`src/rtl/vram_arbiter_if.sv`:
```
// Bus bundle for the VRAM arbiter: video fetch, CPU req/ack and the VRAM port.
// slave = arbiter side, master = the surrounding blocks (video, CPU decode, VRAM).
interface vram_arbiter_if #(
    parameter int ADDR_W = 13,
    parameter int DATA_W = 8
);
    logic              vid_req;
    logic [ADDR_W-1:0] vid_addr;
    logic              vid_blank;
    logic [DATA_W-1:0] vid_data;
    logic              vid_valid;

    // CPU handshake: cpu_req is held with stable we/addr/wdata until the
    // one-cycle cpu_ack pulse; dropping it before issue withdraws the access.
    logic              cpu_req;
    logic              cpu_we;
    logic [ADDR_W-1:0] cpu_addr;
    logic [DATA_W-1:0] cpu_wdata;
    logic [DATA_W-1:0] cpu_rdata;
    logic              cpu_ack;
    logic              cpu_starve;

    logic [ADDR_W-1:0] ram_addr;
    logic              ram_we;
    logic [DATA_W-1:0] ram_wdata;
    logic [DATA_W-1:0] ram_rdata;

    modport slave (
        input  vid_req, vid_addr, vid_blank, cpu_req, cpu_we, cpu_addr, cpu_wdata, ram_rdata,
        output vid_data, vid_valid, cpu_rdata, cpu_ack, cpu_starve, ram_addr, ram_we, ram_wdata
    );

    modport master (
        output vid_req, vid_addr, vid_blank, cpu_req, cpu_we, cpu_addr, cpu_wdata, ram_rdata,
        input  vid_data, vid_valid, cpu_rdata, cpu_ack, cpu_starve, ram_addr, ram_we, ram_wdata
    );
endinterface

```
`src/rtl/vram_arbiter.sv`:
```
// Single-port VRAM arbiter: video fetch has absolute priority, CPU accesses fill
// free slots. Both requesters see a fixed 3-cycle issue-to-result latency.
module vram_arbiter #(
    parameter int ADDR_W         = 13,
    parameter int DATA_W         = 8,
    parameter int CPU_BLANK_ONLY = 0,
    parameter int STARVE_LIMIT   = 64
) (
    input  logic              clk,
    input  logic              reset,
    vram_arbiter_if.slave     bus,
    output logic              dbg_cpu_busy
);
    typedef enum logic {C_IDLE = 1'b0, C_BUSY = 1'b1} cpu_state_t;

    typedef struct packed {
        logic valid;
        logic src_cpu;
    } tag_t;

    localparam int              WAIT_W     = $clog2(STARVE_LIMIT + 1);
    localparam logic [WAIT_W-1:0] WAIT_MAX = WAIT_W'(STARVE_LIMIT);
    localparam bit              BLANK_ONLY = (CPU_BLANK_ONLY != 0);

    cpu_state_t        state_q, state_d;
    tag_t              tag_q [3];
    tag_t              tag_d [3];
    logic [ADDR_W-1:0] ram_addr_q, ram_addr_d;
    logic              ram_we_q, ram_we_d;
    logic [DATA_W-1:0] ram_wdata_q, ram_wdata_d;
    logic [DATA_W-1:0] vid_data_q, vid_data_d;
    logic [DATA_W-1:0] cpu_rdata_q, cpu_rdata_d;
    logic              cpu_read_q, cpu_read_d;
    logic [WAIT_W-1:0] wait_q, wait_d;
    logic              starve_q, starve_d;

    logic              vid_issue;
    logic              cpu_issue;
    logic              cpu_done;

    always_comb begin
        vid_issue = bus.vid_req;
        cpu_issue = !bus.vid_req && (state_q == C_IDLE) && bus.cpu_req
                    && (!BLANK_ONLY || bus.vid_blank);
        // Tag in the last stage means this cycle carries the CPU ack.
        cpu_done  = tag_q[2].valid && tag_q[2].src_cpu;

        ram_addr_d  = ram_addr_q;
        ram_we_d    = 1'b0;
        ram_wdata_d = ram_wdata_q;
        if (vid_issue) begin
            ram_addr_d = bus.vid_addr;
        end else if (cpu_issue) begin
            ram_addr_d  = bus.cpu_addr;
            ram_we_d    = bus.cpu_we;
            ram_wdata_d = bus.cpu_wdata;
        end

        tag_d[0].valid   = vid_issue || cpu_issue;
        tag_d[0].src_cpu = cpu_issue;
        tag_d[1]         = tag_q[0];
        tag_d[2]         = tag_q[1];

        // ram_rdata belongs to whichever slot sits in stage 1 right now.
        vid_data_d  = vid_data_q;
        cpu_rdata_d = cpu_rdata_q;
        if (tag_q[1].valid) begin
            if (!tag_q[1].src_cpu) begin
                vid_data_d = bus.ram_rdata;
            end else if (cpu_read_q) begin
                cpu_rdata_d = bus.ram_rdata;
            end
        end

        // Staying busy through the ack cycle blocks re-acceptance of a
        // request that is still high while ack is visible.
        state_d    = state_q;
        cpu_read_d = cpu_read_q;
        case (state_q)
            C_IDLE: begin
                if (cpu_issue) begin
                    state_d    = C_BUSY;
                    cpu_read_d = !bus.cpu_we;
                end
            end
            C_BUSY: begin
                if (cpu_done) begin
                    state_d = C_IDLE;
                end
            end
            default: state_d = C_IDLE;
        endcase

        wait_d = wait_q;
        if (cpu_issue) begin
            wait_d = '0;
        end else if ((state_q == C_IDLE) && bus.cpu_req && (wait_q != WAIT_MAX)) begin
            wait_d = wait_q + 1'b1;
        end
        starve_d = starve_q || (wait_d == WAIT_MAX);
    end

    always_ff @(posedge clk) begin
        if (reset) begin
            state_q     <= C_IDLE;
            for (int i = 0; i < 3; i++) begin
                tag_q[i] <= '0;
            end
            ram_addr_q  <= '0;
            ram_we_q    <= 1'b0;
            ram_wdata_q <= '0;
            vid_data_q  <= '0;
            cpu_rdata_q <= '0;
            cpu_read_q  <= 1'b0;
            wait_q      <= '0;
            starve_q    <= 1'b0;
        end else begin
            state_q     <= state_d;
            for (int i = 0; i < 3; i++) begin
                tag_q[i] <= tag_d[i];
            end
            ram_addr_q  <= ram_addr_d;
            ram_we_q    <= ram_we_d;
            ram_wdata_q <= ram_wdata_d;
            vid_data_q  <= vid_data_d;
            cpu_rdata_q <= cpu_rdata_d;
            cpu_read_q  <= cpu_read_d;
            wait_q      <= wait_d;
            starve_q    <= starve_d;
        end
    end

    assign bus.ram_addr   = ram_addr_q;
    assign bus.ram_we     = ram_we_q;
    assign bus.ram_wdata  = ram_wdata_q;
    assign bus.vid_data   = vid_data_q;
    assign bus.vid_valid  = tag_q[2].valid && !tag_q[2].src_cpu;
    assign bus.cpu_rdata  = cpu_rdata_q;
    assign bus.cpu_ack    = cpu_done;
    assign bus.cpu_starve = starve_q;
    assign dbg_cpu_busy   = (state_q == C_BUSY);
endmodule

```
`src/flat_wrapper.sv`:
```
// flat-port wrapper written by rule: the top's interface ports become plain ports
module vram_arbiter_flat 
#(
    parameter int ADDR_W         = 13,
    parameter int DATA_W         = 8,
    parameter int CPU_BLANK_ONLY = 0,
    parameter int STARVE_LIMIT   = 64
)
  (clk, reset, dbg_cpu_busy, bus_vid_req, bus_vid_addr, bus_vid_blank, bus_cpu_req, bus_cpu_we, bus_cpu_addr, bus_cpu_wdata, bus_ram_rdata, bus_vid_data, bus_vid_valid, bus_cpu_rdata, bus_cpu_ack, bus_cpu_starve, bus_ram_addr, bus_ram_we, bus_ram_wdata);
  vram_arbiter_if #(.ADDR_W(ADDR_W), .DATA_W(DATA_W)) bus_i ();
  input  logic clk;
  input  logic reset;
  output logic dbg_cpu_busy;
  input wire logic [$bits(bus_i.vid_req)-1:0] bus_vid_req;
  input wire logic [$bits(bus_i.vid_addr)-1:0] bus_vid_addr;
  input wire logic [$bits(bus_i.vid_blank)-1:0] bus_vid_blank;
  input wire logic [$bits(bus_i.cpu_req)-1:0] bus_cpu_req;
  input wire logic [$bits(bus_i.cpu_we)-1:0] bus_cpu_we;
  input wire logic [$bits(bus_i.cpu_addr)-1:0] bus_cpu_addr;
  input wire logic [$bits(bus_i.cpu_wdata)-1:0] bus_cpu_wdata;
  input wire logic [$bits(bus_i.ram_rdata)-1:0] bus_ram_rdata;
  output wire logic [$bits(bus_i.vid_data)-1:0] bus_vid_data;
  output wire logic [$bits(bus_i.vid_valid)-1:0] bus_vid_valid;
  output wire logic [$bits(bus_i.cpu_rdata)-1:0] bus_cpu_rdata;
  output wire logic [$bits(bus_i.cpu_ack)-1:0] bus_cpu_ack;
  output wire logic [$bits(bus_i.cpu_starve)-1:0] bus_cpu_starve;
  output wire logic [$bits(bus_i.ram_addr)-1:0] bus_ram_addr;
  output wire logic [$bits(bus_i.ram_we)-1:0] bus_ram_we;
  output wire logic [$bits(bus_i.ram_wdata)-1:0] bus_ram_wdata;
  assign bus_i.vid_req = bus_vid_req;
  assign bus_i.vid_addr = bus_vid_addr;
  assign bus_i.vid_blank = bus_vid_blank;
  assign bus_i.cpu_req = bus_cpu_req;
  assign bus_i.cpu_we = bus_cpu_we;
  assign bus_i.cpu_addr = bus_cpu_addr;
  assign bus_i.cpu_wdata = bus_cpu_wdata;
  assign bus_i.ram_rdata = bus_ram_rdata;
  assign bus_vid_data = bus_i.vid_data;
  assign bus_vid_valid = bus_i.vid_valid;
  assign bus_cpu_rdata = bus_i.cpu_rdata;
  assign bus_cpu_ack = bus_i.cpu_ack;
  assign bus_cpu_starve = bus_i.cpu_starve;
  assign bus_ram_addr = bus_i.ram_addr;
  assign bus_ram_we = bus_i.ram_we;
  assign bus_ram_wdata = bus_i.ram_wdata;
  vram_arbiter #(.ADDR_W(ADDR_W), .DATA_W(DATA_W), .CPU_BLANK_ONLY(CPU_BLANK_ONLY), .STARVE_LIMIT(STARVE_LIMIT)) u_core (.clk(clk), .reset(reset), .bus(bus_i), .dbg_cpu_busy(dbg_cpu_busy));
endmodule
```
`config.mk`:
```
export PLATFORM = sky130hd
export DESIGN_NAME = vram_arbiter_flat
export DESIGN_NICKNAME = d
export VERILOG_FILES = /design/src/rtl/vram_arbiter_if.sv /design/src/rtl/vram_arbiter.sv /design/src/flat_wrapper.sv
export SDC_FILE = /design/constraint.sdc
export NUM_CORES = 1
export LEC_CHECK = 0
export BUFFER_PORTS_ARGS = -buffer_cell sky130_fd_sc_hd__clkbuf_2
export CORE_MARGIN = 1.5
export CORE_UTILIZATION = 43
export CTS_CLUSTER_SIZE = 14
export DETAILED_ROUTE_END_ITERATION = 8
export PLACE_DENSITY = 0.78
export SLEW_MARGIN = 20
export SYNTH_ARGS = -nofsm -noshare
export SYNTH_HDL_FRONTEND = slang
export SYNTH_SLANG_ARGS = --single-unit
export TNS_END_PERCENT = 30
```
`constraint.sdc`:
```
create_clock -name clk -period 1.71 [get_ports clk]
set_input_delay 0.171 -clock clk [delete_from_list [all_inputs] [get_ports clk]]
set_output_delay 0.171 -clock clk [all_outputs]
set_load 0.05 [all_outputs]
```
# Yosys cells after proc, flatten, opt, wreduce, memory -nomap -nowiden
# Memory sizes are Yosys's and may differ from the RTL's.
# Cells that the tools add are included.
[word_totals] mem_bits_rw=6 reg_bits=48 in_bits=48 out_inout_bits=42 mem_count=1
[mem_list] name="u_core.tag_q" depth=3 word_bits=2 read_ports=3 rd_ports_with_merged_regs=0 write_ports=3 line_no="vram_arbiter.sv:26" text="tag_t tag_q [3];"
[classes] reduce_logical=17 mux=13 n_eq_ne=2 n_addsub=1 n_bitwise=7
[ops] op="13-bit two-way mux" count=2
[ops] op="7-bit two-way mux" count=2
[ops] op="7-bit by 1-bit adder with 7-bit output (second input constant)" count=1
[ops] op="7-bit equality test (second input constant)" count=1
[ops] op="7-bit inequality test (second input constant)" count=1
[ops] op="1-bit logical AND" count=6
[ops] op="2-bit two-way mux" count=3
[ops] op="2-bit AND reduction" count=3
[ops] op="1-bit two-way mux" count=5
[ops] op="1-bit NOT" count=4
[ops] op="1-bit logical NOT" count=3
[ops] op="1-bit bitwise OR" count=3
[ops] op="3-bit AND reduction" count=1
[ops] op="3-bit OR reduction" count=1
[ops] op="1-bit logical OR" count=2
[ops] op="1-bit case mux with 2 select lines" count=1
[ops] op="2-bit nonzero test" count=1

# Logic depth before layout (Yosys ltp)
[logic_depth] depth_word=7 mapped_depth=7 mapped_depth_nobuf=7

# Least setup slack after synthesis
# No wires, ideal clock.
[synth_timing] path_type="reg-to-reg" start="register u_core.state_q, in the netlist u_core.dbg_cpu_busy" end="register u_core.starve_q, in the netlist u_core.bus.cpu_starve" n_path_buf=1 period_less_slack_ps=1780 setup_ps=59 t_arrival_ps=1721 path_stages_with_launch=7 path_slack_ps=-70 required_ps=1651 cell_sequence="dfxtp_1 > nand2b_1 > buf_2 > or4_1 > a21o_1 > nor2_1 > a31o_1"
[synth_via] elab_chain_cells=7
[synth_rtl] item="start, declared" line_no="vram_arbiter.sv:25" text="cpu_state_t state_q, state_d;"
[synth_rtl] item="start signal, assigned" line_no="vram_arbiter.sv:118" text="state_q <= state_d;"
[synth_rtl] item="1-bit NOT (no line) (*)"
[synth_rtl] item="1-bit logical AND (2 in series)" line_no="vram_arbiter.sv:97" text="end else if ((state_q == C_IDLE) && bus.cpu_req && (wait_q != WAIT_MAX)) begin"
[synth_rtl] item="7-bit two-way mux" line_no="vram_arbiter.sv:97"
[synth_rtl] item="7-bit two-way mux (*)" line_no="vram_arbiter.sv:95" text="if (cpu_issue) begin"
[synth_rtl] item="7-bit equality test (*)" line_no="vram_arbiter.sv:100" text="starve_d = starve_q || (wait_d == WAIT_MAX);"
[synth_rtl] item="1-bit logical OR (*)" line_no="vram_arbiter.sv:100"
[synth_rtl] item="end signal, assigned" line_no="vram_arbiter.sv:129" text="starve_q <= starve_d;"
[synth_rtl] item="end, declared" line_no="vram_arbiter.sv:35" text="logic starve_q, starve_d;"
# Every way passes the cells marked *; elsewhere a longest branch is shown, timed or not.
# A chain may end at the register's enable or synchronous reset.

# Worst setup path after layout
[layout_timing] start="register u_core.wait_q[0]" end="register u_core.wait_q[0]"
[layout_via] elab_chain_cells=4
[layout_rtl] item="start, declared" line_no="vram_arbiter.sv:34" text="logic [WAIT_W-1:0] wait_q, wait_d;"
[layout_rtl] item="start signal, assigned" line_no="vram_arbiter.sv:128" text="wait_q <= wait_d;"
[layout_rtl] item="parallel branches: the longest is 2 deep, another holds 7-bit by 1-bit adder with 7-bit output"
[layout_rtl] item="7-bit two-way mux (*)" line_no="vram_arbiter.sv:97"
[layout_rtl] item="7-bit two-way mux (*)" line_no="vram_arbiter.sv:95"
# Mark *: on every way between the ends.

==> out/results.tsv <==
metric	value	unit
first-pass GRT wire length	8107	um
xor/xnor share of the synthesized area	0.7773	%
# hold bufs at CTS	0	
layout overhead on the synthesized area	29.98	%
CP Cell Sequence	inv_1 > ha_1 > nand2_1 > o41a_1 > mux2_4 > a22oi_2 > nor2_1	
Sequential Area	0.001090	mm2
crit path time final	1632	ps
IO Count	90	
Clock power frac	33.8	%
Sw Pwr	0.7448	mW
DRC viols	0	
largest net degree at the start of global routing	29	
Leakage	1.357	nW
die area	0.005684	mm2
total gr overflow	0	
WL per Instance	11.60	um
Pint	1.932	mW
Die Height	75.39	um
initial core utilization	44.40	%
CTS tree	built	
Async SR Flop Fraction	0	%
largest family of logic cells by synthesized area	simple AND/OR/NAND/NOR gates	
H-tree Lvls	2	
Setup CP Type	reg -> reg	
sequential share of power	49.8	%
clk_skew	7.553	ps
vias in the first global route	1886	
Pre-antenna DRT Iters	4	
Post-Synth Adder-Cell Area	1.110	%
clk buf depth	2	
core area	0.005075	mm2
nets	411	
crit path DAT	1810	ps
period utilization	95.42	%
CP Capture Type	register	
CP max stage cell	dfxtp_4	
Hold Fails Final Rpt	0	
EDFF count, synth	0	
share of cells above drive strength 1	33.15	%
worst relative slew slack	62.25	%
Max-Cap Viols	0	
via count	2102	
Setup TNS Final	0	ps
Min-Delay Path Class	in -> reg	
Net Sw Frac	27.83	%
RSZ-0062 raised after global routing	false	
status	finished, final reports clean	
Post-Synth Simple-Gate Area	23.49	%
crit-path max cell delay	380	ps
Cell Rows	26	
crit-path leading delay family	compound AO/OA/AOI/OAI gates	
Post-CTS Setup Bufs	0	
Final Setup Violations	0	
top post-synthesis cells by area	dfxtp_1 (48%), a21oi_1 (9.1%), nand2_1 (8.5%)	
via/cell ratio	4.866	
count of cell types in the netlist	37	
Slew Viols, Final	0	
Worst Path Max Fanout	7	
DP Wirelength	3606	um
Worst VDD drop	0.5787	mV
final antenna diode count	0	
Synth Register Bits	54	
top_reg_cell synth	dfxtp_1	
Die W	75.39	um
clock buffer count from CTS	5	
critical path required time	1890	ps
R2R Setup Slk	80	ps
mapped cell area	0.002253	mm2
share of the yosys chip area belonging to registers	47.97	%
CTS Root Cell	clkbuf_8	
CP Launch Type	register	
gpl congestion	0.8624	
clock-pin slew on the worst setup and hold paths	100	ps
Num Clock Sinks	54	
Tot GR Track Use	18.13	%
Iteration-0 DRC Markers	58	
initial antenna violation count	0	
syn nets	323	
Fmax achieved	0.6129	GHz
Pwr Density	913.7	mW/mm2
Synth Instances	273	
Worst-Margin Slew	566.2	ps
Final Routed Wirelength	5013	um
Port-buffer cells	88	
worst skew pair latency	310	ps
Post-DRT Antenna Nets	0	
area of the multi-input gates	0.001077	mm2
top cell type's share of synthesized area	47.97	%
Yosys top cell by area	dfxtp_1	
mux contribution to synthesized area	7.773	%
power share of the combinational group	16.4	%
Core Util, Final	57.72	%
number of buffers and inverters on the critical path	1	
syn avg cell area	8.254	um2
Yosys Warn Count	0	
fillers	477	
compound-cell area share of the yosys netlist	14.55	%
-- final timing paths --
| kind | start | endpoint | cells past startpoint |
|---|---|---|---|
| min reg2reg | u_core.tag_q[0][1] | u_core.tag_q[0][3] | 1 |
| min | bus_cpu_we | u_core.cpu_read_q | 2 |
| max | u_core.wait_q[0] | u_core.wait_q[0] | 7 |
| max reg2reg | u_core.wait_q[0] | u_core.wait_q[0] | 7 |
-- cell families after synthesis --
group / after synthesis
and+or+nand+nor: 119
AOI/OAI and AO/OA: 56
DFF: 54
buffers and inverters: 23
muxes: 17
xor gates and xnor gates: 2
adders and majority gates: 2
-- sequential cells by signal (all words and copies together), names as in the netlist --
register and flops:
u_core.bus.cpu_starve 1, u_core.bus.vid_data 8, u_core.cpu_read_q 1, u_core.dbg_cpu_busy 1, u_core.tag_q 6, u_core.bus.ram_addr 13, u_core.bus.cpu_rdata 8, u_core.bus.ram_wdata 8
u_core.bus.ram_we 1, u_core.wait_q 7
-- per-layer routing --
layer / share of wire [%] / vias to the layer above / track usage, % / wire length [um]
met5: 0 / - / 0 / 0
li1: - / 1087 / - / -
met2: 45 / 67 / 31.48 / 2279
met4: 1.0 / 0 / 5.357 / 52
met1: 46 / 941 / 21.99 / 2319
met3: 7.2 / 7 / 4.894 / 362
-- area by class of cell --
type,count,share of cell area (%)
Sequential cell,54,37.21
Multi-Input combinational cell,196,36.78
Timing Repair Buffer,102,18.62
Tap cell,70,2.990
Clock buffer,6,2.819
Clock inverter,2,1.324
Inverter,2,0.2563
-- worst reg2reg max path, cell delays in order (launching register included) --
cell     delay, ps
dfxtp_4        380
inv_1           90
ha_1           140
nand2_1         90
o41a_1         360
mux2_4         280
a22oi_2        110
nor2_1          50
-- power groups by stage --
stage | Sequential [mW] | Combinational, mW | Clock [mW]
after floorplan | 1.50 | 0.161 | 0
after global placement | 1.36 | 0.434 | 0
after detailed placement | 1.36 | 0.440 | 0
after CTS | 1.33 | 0.442 | 0.929
after global routing | 1.34 | 0.479 | 0.971
final | 1.33 | 0.438 | 0.905
-- cell usage after synthesis (all sizes together), types with 3 or more instances --
master and n:
a21oi 41, and2 4, buf 8, clkbuf 13, dfxtp 54, mux2i 16
nand2 51, nand2b 3, nand3 4, nor2 40, nor2b 9, nor3 3
-- through the flow --
step                      total power, mW  cells  instance area [um2]  hold slack (ps)  worst slack [ps]
final                               2.676    432                 2929            63.10             78.36
after global routing                2.790    432                 2929            50.18             2.436
after CTS                           2.705    432                 2920            47.99             52.72
after detailed placement            1.803    424                 2798            373.8             15.81
after global placement              1.795    424                 2798            369.4             56.18
after floorplan                     1.660    273                 2255            266.6             55.26
-- repair_timing --
| item | 4_1_cts | 5_1_grt |
|---|---|---|
| endpoints found under the setup margin | 1 | 1 |
| pin swaps | 0 | 0 |
| resized for setup | 1 | 5 |
-- cells in the final DEF (no fill, tap or decap), types with 2 or more instances in the layout --
master / Yosys / final
clkbuf_2: 0 / 88
nand2_1: 51 / 51
dfxtp_1: 54 / 49
a21oi_1: 41 / 41
nor2_1: 40 / 40
mux2i_1: 16 / 16
buf_4: 0 / 14
nor2b_1: 9 / 9
clkbuf_8: 0 / 6
nand3_1: 4 / 4
dfxtp_2: 0 / 4
and2_1: 3 / 3
nand2b_1: 3 / 3
nor3_1: 3 / 3
inv_1: 2 / 2
o21ai_0: 2 / 2
o221ai_1: 2 / 2
o31ai_1: 2 / 2
No activity file was read; power rests on OpenSTA's default activity.
